==> src/rtl/bcd_counter2.sv <==
// Two-digit BCD up/down counter fed by raw pushbutton levels.
// Buttons are synchronized and edge-detected, so each press gives a single step.
module bcd_counter2 #(
  parameter bit         WRAP      = 1'b1,
  parameter logic [7:0] RESET_VAL = 8'h00
) (
  input  logic       clk,
  input  logic       reset,
  input  logic       inc,
  input  logic       dec,
  input  logic       clear,
  output logic [3:0] ONES,
  output logic [3:0] TENS,
  output logic       rollover
);

  localparam int unsigned DW = 4;
  localparam logic [DW-1:0] DMAX = DW'(9);

  if (RESET_VAL[7:4] > 4'd9 || RESET_VAL[3:0] > 4'd9) begin : g_bad_reset_val
    $error("bcd_counter2: RESET_VAL nibbles must be BCD digits 0..9");
  end

  logic inc_s1, inc_s2, inc_prev;
  logic dec_s1, dec_s2, dec_prev;
  logic up, down;

  logic [DW-1:0] ones_nxt, tens_nxt;
  logic          roll_nxt;

  // Two-flop synchronizer plus one delay flop per button; all preset to 1
  // so a button held across reset release never looks like a new press.
  always_ff @(posedge clk) begin
    if (!reset) begin
      inc_s1   <= 1'b1;
      inc_s2   <= 1'b1;
      inc_prev <= 1'b1;
      dec_s1   <= 1'b1;
      dec_s2   <= 1'b1;
      dec_prev <= 1'b1;
      TENS     <= RESET_VAL[7:4];
      ONES     <= RESET_VAL[3:0];
      rollover <= 1'b0;
    end else begin
      inc_s1   <= inc;
      inc_s2   <= inc_s1;
      inc_prev <= inc_s2;
      dec_s1   <= dec;
      dec_s2   <= dec_s1;
      dec_prev <= dec_s2;
      TENS     <= tens_nxt;
      ONES     <= ones_nxt;
      rollover <= roll_nxt;
    end
  end

  assign up   = inc_s2 & ~inc_prev;
  assign down = dec_s2 & ~dec_prev;

  // Next count: clear wins, simultaneous up/down cancel, ends wrap or saturate.
  always_comb begin
    ones_nxt = ONES;
    tens_nxt = TENS;
    roll_nxt = 1'b0;
    if (clear) begin
      ones_nxt = '0;
      tens_nxt = '0;
    end else if (up && !down) begin
      if (ONES != DMAX) begin
        ones_nxt = ONES + DW'(1);
      end else if (TENS != DMAX) begin
        ones_nxt = '0;
        tens_nxt = TENS + DW'(1);
      end else if (WRAP) begin
        ones_nxt = '0;
        tens_nxt = '0;
        roll_nxt = 1'b1;
      end
    end else if (down && !up) begin
      if (ONES != '0) begin
        ones_nxt = ONES - DW'(1);
      end else if (TENS != '0) begin
        ones_nxt = DMAX;
        tens_nxt = TENS - DW'(1);
      end else if (WRAP) begin
        ones_nxt = DMAX;
        tens_nxt = DMAX;
        roll_nxt = 1'b1;
      end
    end
  end

endmodule

==> config.mk <==
export PLATFORM = sky130hd
export DESIGN_NAME = bcd_counter2
export DESIGN_NICKNAME = d
export VERILOG_FILES = /design/src/rtl/bcd_counter2.sv
export SDC_FILE = /design/constraint.sdc
export NUM_CORES = 1
export LEC_CHECK = 0
export CELL_PAD_IN_SITES_DETAIL_PLACEMENT = 0
export CELL_PAD_IN_SITES_GLOBAL_PLACEMENT = 2
export CORE_ASPECT_RATIO = 1.5
export CORE_MARGIN = 2
export CORE_UTILIZATION = 32
export DETAILED_ROUTE_END_ITERATION = 16
export PLACE_DENSITY = 0.83
export REMOVE_ABC_BUFFERS = 1
export SLEW_MARGIN = 20
export SYNTH_ARGS = -nofsm -noshare
export SYNTH_HDL_FRONTEND = slang
export SYNTH_SLANG_ARGS = --single-unit
==> constraint.sdc <==
create_clock -name clk -period 2.6 [get_ports clk]
set_input_delay 0.39 -clock clk [delete_from_list [all_inputs] [get_ports clk]]
set_output_delay 0.39 -clock clk [all_outputs]
set_load 0.005 [all_outputs]
==> reports/metrics.yaml <==
status: "completed"
cts_resized: 0
track_usage: 0.129
path_clk_slew_ps: 90
ir_drop_v: 0.000231
top_usage_layer: "met2"
internal-power_mw: 0.317
seqPwrFrac: 0.581
post-dp-hpwl_um: 1210
vias_per_cell: 5.41
synth_top_area_frac: 0.372
drt_iter0_drc: 18
slew_violations: 0
drive_gt1_frac: 0.0667
die_area_um2: 2950
clock-root-buffer: "clkbuf_4"
yosysTopAreaCell: "dfxtp_1"
cts_sinks: 15
worstPathArrival_ps: 2310
worstSetupStartpointType: "flip-flop"
cts_hold_buf: 0
grt_max_degree: 16
vias: 698
crit_path_end: "TENS[1]$_SDFFE_PP0P_"
synth_edf_count: 0
post-cts-setup-buffer-count: 0
syn_area_per_cell_um2: 8.49
clk_latency_ps: 280
clkPwrFrac: 0.316
tightest_slew_ps: 520
reg2reg_slack_ps: 510
syn_area_um2: 807
htreeDepth: 1
finalWirelength_um: 1710
cts_buffer_depth: 2
synth_cell_types: 35
max_freq_ghz: 0.479
dr.pass1.iters: 4
switching_share: 0.236
fin_ws_ps: 511
core_um2: 2420
yosysMostFrequentCell: "dfxtp_1"
startpoint: "inc_prev$_SDFF_PN1_"
p_switching_mw: 0.0979
fill_cells: 255
leakage_nw: 0.353
portBuffers: 13
rsz0062_at_grt: "false"
tritoncts: "built"
cts_buffers: 3
antenna_found_initial: 0
place_ws_ps: 504
use_met2: 0.195
hold_viol: 0
period_minus_slack_ps: 2090
wl_per_cell_um: 13.3
reg2reg_from: "inc_prev$_SDFF_PN1_"
drc_errors: 0
ant_nets: 0
end_kind: "flip-flop"
worstReg2RegEnd: "TENS[1]$_SDFFE_PP0P_"
overflow: 0
synthFlopType: "dfxtp_1"
die_y_um: 65.5
hold_path_class: "reg -> reg"
yosys-top-cells-count: "dfxtp_1, nand2b_1, a21oi_1"
io_pins: 14
fp-row-count: 22
finalCritPeriodShare: 0.803
fin_nets: 113
fin_setup_tns_ps: 0
syn_to_final_growth_pct: 18.1
cp.required_ps: 2820
place_congestion: 0.808
grt_pass1_wl_um: 2880
synthTopCellsByArea: "dfxtp_1, nand2b_1, a21oi_1, xor2_1, ha_1"
antenna_cells: 0
synth_warnings: 0
power_mw: 0.415
setup_viol: 0
synth_seq_area_share: 0.372
netlist_instances: 95
async_flop_share: 0
p_comb_frac: 0.103
drv_cap: 0
ys_seq_elements: 15
critPathMaxFanout: 15
grtUsageMet3: 0.0275
slew_headroom: 0.654
reg2regPathDepth: 7
power.density_nw_per_um2: 435
grt_pass1_vias: 605
use_met1: 0.180
start_util: 0.333
path_class: "reg -> reg"
die_w_um: 45.0
finClkSkew_ps: 9.02
==> flip-flops by register name, summed over array words and instances (netlist names) <==
register  count
ONES          4
inc_s2        1
dec_s2        1
dec_s1        1
inc_prev      1
dec_prev      1
rollover      1
TENS          4
inc_s1        1
==> metal layers <==
layer	wire, µm	vias to the layer above
met1	761	322
met3	74	2
li1	-	354
met2	869	20
met5	0	-
met4	8	0
==> final cells by class <==
class,count,area [µm²],share of cell area
tap,24,30.0,0.0315
inverter,6,22.5,0.0236
multi-input combinational,67,444,0.466
clock buffer,4,26.3,0.0276
timing repair buffer,13,130,0.136
sequential,15,300,0.315
==> power groups by stage <==
stage                     clock, mW  combinational (mW)  sequential [mW]
after floorplan                   0              0.0265            0.245
after global placement            0              0.0427            0.246
after detailed placement          0              0.0431            0.246
after CTS                     0.138              0.0432            0.241
after global routing          0.147              0.0479            0.242
final                         0.131              0.0427            0.241
==> critical path, cell delays in order, from the launching register on <==
cell and delay (ps):
dfxtp_1 300, nand2b_1 140, inv_1 70, ha_1 480
and3_1 280, o211ai_4 120, or4_1 510, a21oi_1 130
==> placed cells by master, fill, tap and decap left out, drive strengths merged <==
cell type	n
dfxtp	15
clkdlybuf4s50	13
nand2b	9
a21oi	7
nor2	7
inv	6
o21ai	5
nand2	4
clkbuf	4
and3	3
a22oi	3
xor2	3
nor3	3
nor2b	2
nand3	2
xnor2	2
or3	2
ha	2
nor4	1
nand4b	1
a2bb2oi	1
o211ai	1
a221oi	1
o32ai	1
nor4b	1
a31oi	1
o21bai	1
o22ai	1
a311oi	1
o221a	1
or4	1
==> per-stage QoR <==
step	hold WS, ps	util	std cells	instance area (µm²)
2_1_floorplan	386	-	88	767
3_3_place_gp	393	0.383	125	927
3_5_place_dp	391	0.383	125	927
4_1_cts	411	0.394	129	953
5_1_grt	437	0.394	129	953
6_report	409	0.394	129	953
==> worst min-delay path by stage <==
stage / depth (start not counted) / start / end / slack, ps
after global routing: 1 / dec_s1$_SDFF_PN1_ / dec_s2$_SDFF_PN1_ / 440
final: 1 / inc_s1$_SDFF_PN1_ / inc_s2$_SDFF_PN1_ / 410
after detailed placement: 1 / inc_s1$_SDFF_PN1_ / inc_s2$_SDFF_PN1_ / 390
after CTS: 1 / inc_s1$_SDFF_PN1_ / inc_s2$_SDFF_PN1_ / 410
after global placement: 1 / dec_s1$_SDFF_PN1_ / dec_s2$_SDFF_PN1_ / 390
after floorplan: 1 / dec_s1$_SDFF_PN1_ / dec_s2$_SDFF_PN1_ / 390
==> cell families (layout without fill, tap and decap cells) <==
family                     Yosys count  count (layout)  share of synthesized area
adders and majority gates            2               2                     0.0310
buffers and inverters               13              23                     0.0775
and+or+nand+nor                     36              36                      0.254
AOI/OAI and AO/OA                   24              24                      0.211
DFF                                 15              15                      0.372
xor gates and xnor gates             5               5                     0.0543
(Power assumes the default switching activity.)
==> edit: new RTL, same flow settings <==
Register the output `ONES` once more, cleared by the reset; this adds one clock of latency there. The other outputs are not delayed to match.
--- a/src/rtl/bcd_counter2.sv
+++ b/src/rtl/bcd_counter2.sv
@@ -18,2 +18,4 @@
   localparam logic [DW-1:0] DMAX = DW'(9);
+
+  logic [3:0] ONES_s0;
 
@@ -41,3 +43,3 @@
       TENS     <= RESET_VAL[7:4];
-      ONES     <= RESET_VAL[3:0];
+      ONES_s0  <= RESET_VAL[3:0];
       rollover <= 1'b0;
@@ -51,3 +53,3 @@
       TENS     <= tens_nxt;
-      ONES     <= ones_nxt;
+      ONES_s0  <= ones_nxt;
       rollover <= roll_nxt;
@@ -61,3 +63,3 @@
   always_comb begin
-    ones_nxt = ONES;
+    ones_nxt = ONES_s0;
     tens_nxt = TENS;
@@ -68,4 +70,4 @@
     end else if (up && !down) begin
-      if (ONES != DMAX) begin
-        ones_nxt = ONES + DW'(1);
+      if (ONES_s0 != DMAX) begin
+        ones_nxt = ONES_s0 + DW'(1);
       end else if (TENS != DMAX) begin
@@ -79,4 +81,4 @@
     end else if (down && !up) begin
-      if (ONES != '0) begin
-        ones_nxt = ONES - DW'(1);
+      if (ONES_s0 != '0) begin
+        ones_nxt = ONES_s0 - DW'(1);
       end else if (TENS != '0) begin
@@ -92,2 +94,10 @@
 
+  always_ff @(posedge clk) begin
+    if (!reset) begin
+      ONES <= '0;
+    end else begin
+      ONES <= ONES_s0;
+    end
+  end
+
 endmodule
Formal check against the unedited RTL: not equivalent (Yosys sat finds a counterexample within 10 cycles, from zero or initial values and one cycle with reset low).
==> edit against the original RTL <==
Worst hold slack gained 0.0048 ns; count of clock-buffer cells in the layout is the same; clock skew shrank 0.0056 ns; first-iteration DRC count shrank 28%; synthesized area grew 15%; maximum frequency shrank 3.9%; clock power grew 54%; design area grew 16%; wire length grew 7.8%; power grew 32%; critical path depth is the same; worst setup slack lost 0.086 ns; sequential cell count grew 4.
==> edit: results <==
group,metric,value,unit
yosys,yosys_warnings,0,
yosys,ys_seq_area_share,40.9,%
place,io_buffers,13,
cells_and_area,fin_nets,123,
clocking,clk_latency,0.25,ns
yosys,synthAdderAreaFrac,2.69,%
run_status,status,"finished clean",
clocking,post_cts_resized,0,
yosys,synth_compound_area_share,17.5,%
global_route,grt_first_pass_wirelength,3270,um
worst_hold_path,hp-class,"reg -> reg",
place,dpl-instance-area,1060,um2
drt,wl,1850,um
pwr,power.density,496,nW/um2
global_route,grt_start_max_net_pins,12,
yosys,synthTopCellsByArea,"dfxtp_1 (41%), nand2b_1 (5.4%), a21oi_1 (4.3%), o21ai_0 (3.8%), xor2_1 (3.8%)",
cells_and_area,top_regs,"ONES x4, ONES_s0 x4, TENS x4",
pwr,combPwrFrac,7.8,%
yosys,synthXorXnorAreaFrac,4.70,%
cells_and_area,drive_gt1_share,8.70,%
timing,slew_viol_final,0,
place,gp_congestion,0.817,
timing,setup_viol,0,
yosys,async_reset_ff_share,0,%
clocking,post_cts_buffers,0,
pwr,p_seq_share,55.3,%
place,dp_hpwl,1350,um
clocking,root_buffer,"clkbuf_8",
drt,drt_iter0_drc,13,
yosys,synthTopCellsByCount,"dfxtp_1 (19), a21oi_1 (8), nand2b_1 (8), o21ai_0 (7), inv_1 (6)",
clocking,cts_buffers,3,
pwr,total_switching_power,118,uW
clocking,clk_pin_slew,0.07,ns
global_route,grt_pass1_vias,720,
pwr,ir_drop,319,uV
yosys,synthDistinctLibCells,38,
pwr,p_leak,0.000419,uW
timing,fin_skew,0.00340,ns
worst_setup_path,crit_arrival,2.37,ns
drt,viasPerCell,4.84,
global_route,track_usage,13.3,%
worst_setup_path,cp_max_fo,8,
drt,dr.pass1.iters,4,
timing,slew_headroom,74.0,%
-- edit: changes by cell type in the layout (fill, tap and decap cells not counted), sizes merged, moves of 2 or more --
cell,unedited run,this run
a211o,0,2
a22oi,3,1
and2,0,4
buf,0,2
dfxtp,15,19
nor2,7,4
o21ai,5,7
or3,2,4
-- edit: area by class of cell --
class | count | area [um2]
Inverter | 6 | 22.5
Sequential cell | 19 | 380
Tap cell | 39 | 48.8
Fill cell | 303 | 1750
Clock buffer | 4 | 45.0
Timing Repair Buffer | 15 | 145
Multi-Input combinational cell | 71 | 460
-- edit: layer usage --
layer  up-vias  track usage [%]  share of wire, %
li1        381                -                 -
met1       349             16.8                44
met2        11             20.4                50
met3         5             3.10               3.2
met4         0             6.31               2.4
met5         -                0                 0
-- edit: cells by family (layout without fill, tap and decap cells) --
family	after synthesis	count (layout)
AOI/OAI and AO/OA	25	25
xor gates and xnor gates	5	5
adders and majority gates	2	2
buffers and inverters	14	25
DFF	19	19
and+or+nand+nor	39	39
-- edit: metrics by stage --
step | setup WS (ns) | std cells
6_report | 0.425 | 154
5_1_grt | 0.301 | 154
4_1_cts | 0.419 | 154
3_5_place_dp | 0.439 | 150
3_3_place_gp | 0.468 | 150
2_1_floorplan | 0.454 | 96
-- edit: critical path: stages, from the launching register on --
cell,delay (ns)
dfxtp_1,0.30
nand2b_1,0.11
inv_1,0.05
ha_1,0.27
or3_1,0.33
a211o_1,0.39
or4_1,0.52
a21oi_1,0.14
-- edit: final timing paths --
check,endpoint,from,slack (ns),depth (start not counted)
setup / recovery,TENS[1],inc_prev,0.43,7
hold / removal,dec_s2,dec_s1,0.41,1
setup reg to reg,TENS[1],inc_prev,0.43,7
hold reg to reg,dec_s2,dec_s1,0.41,1
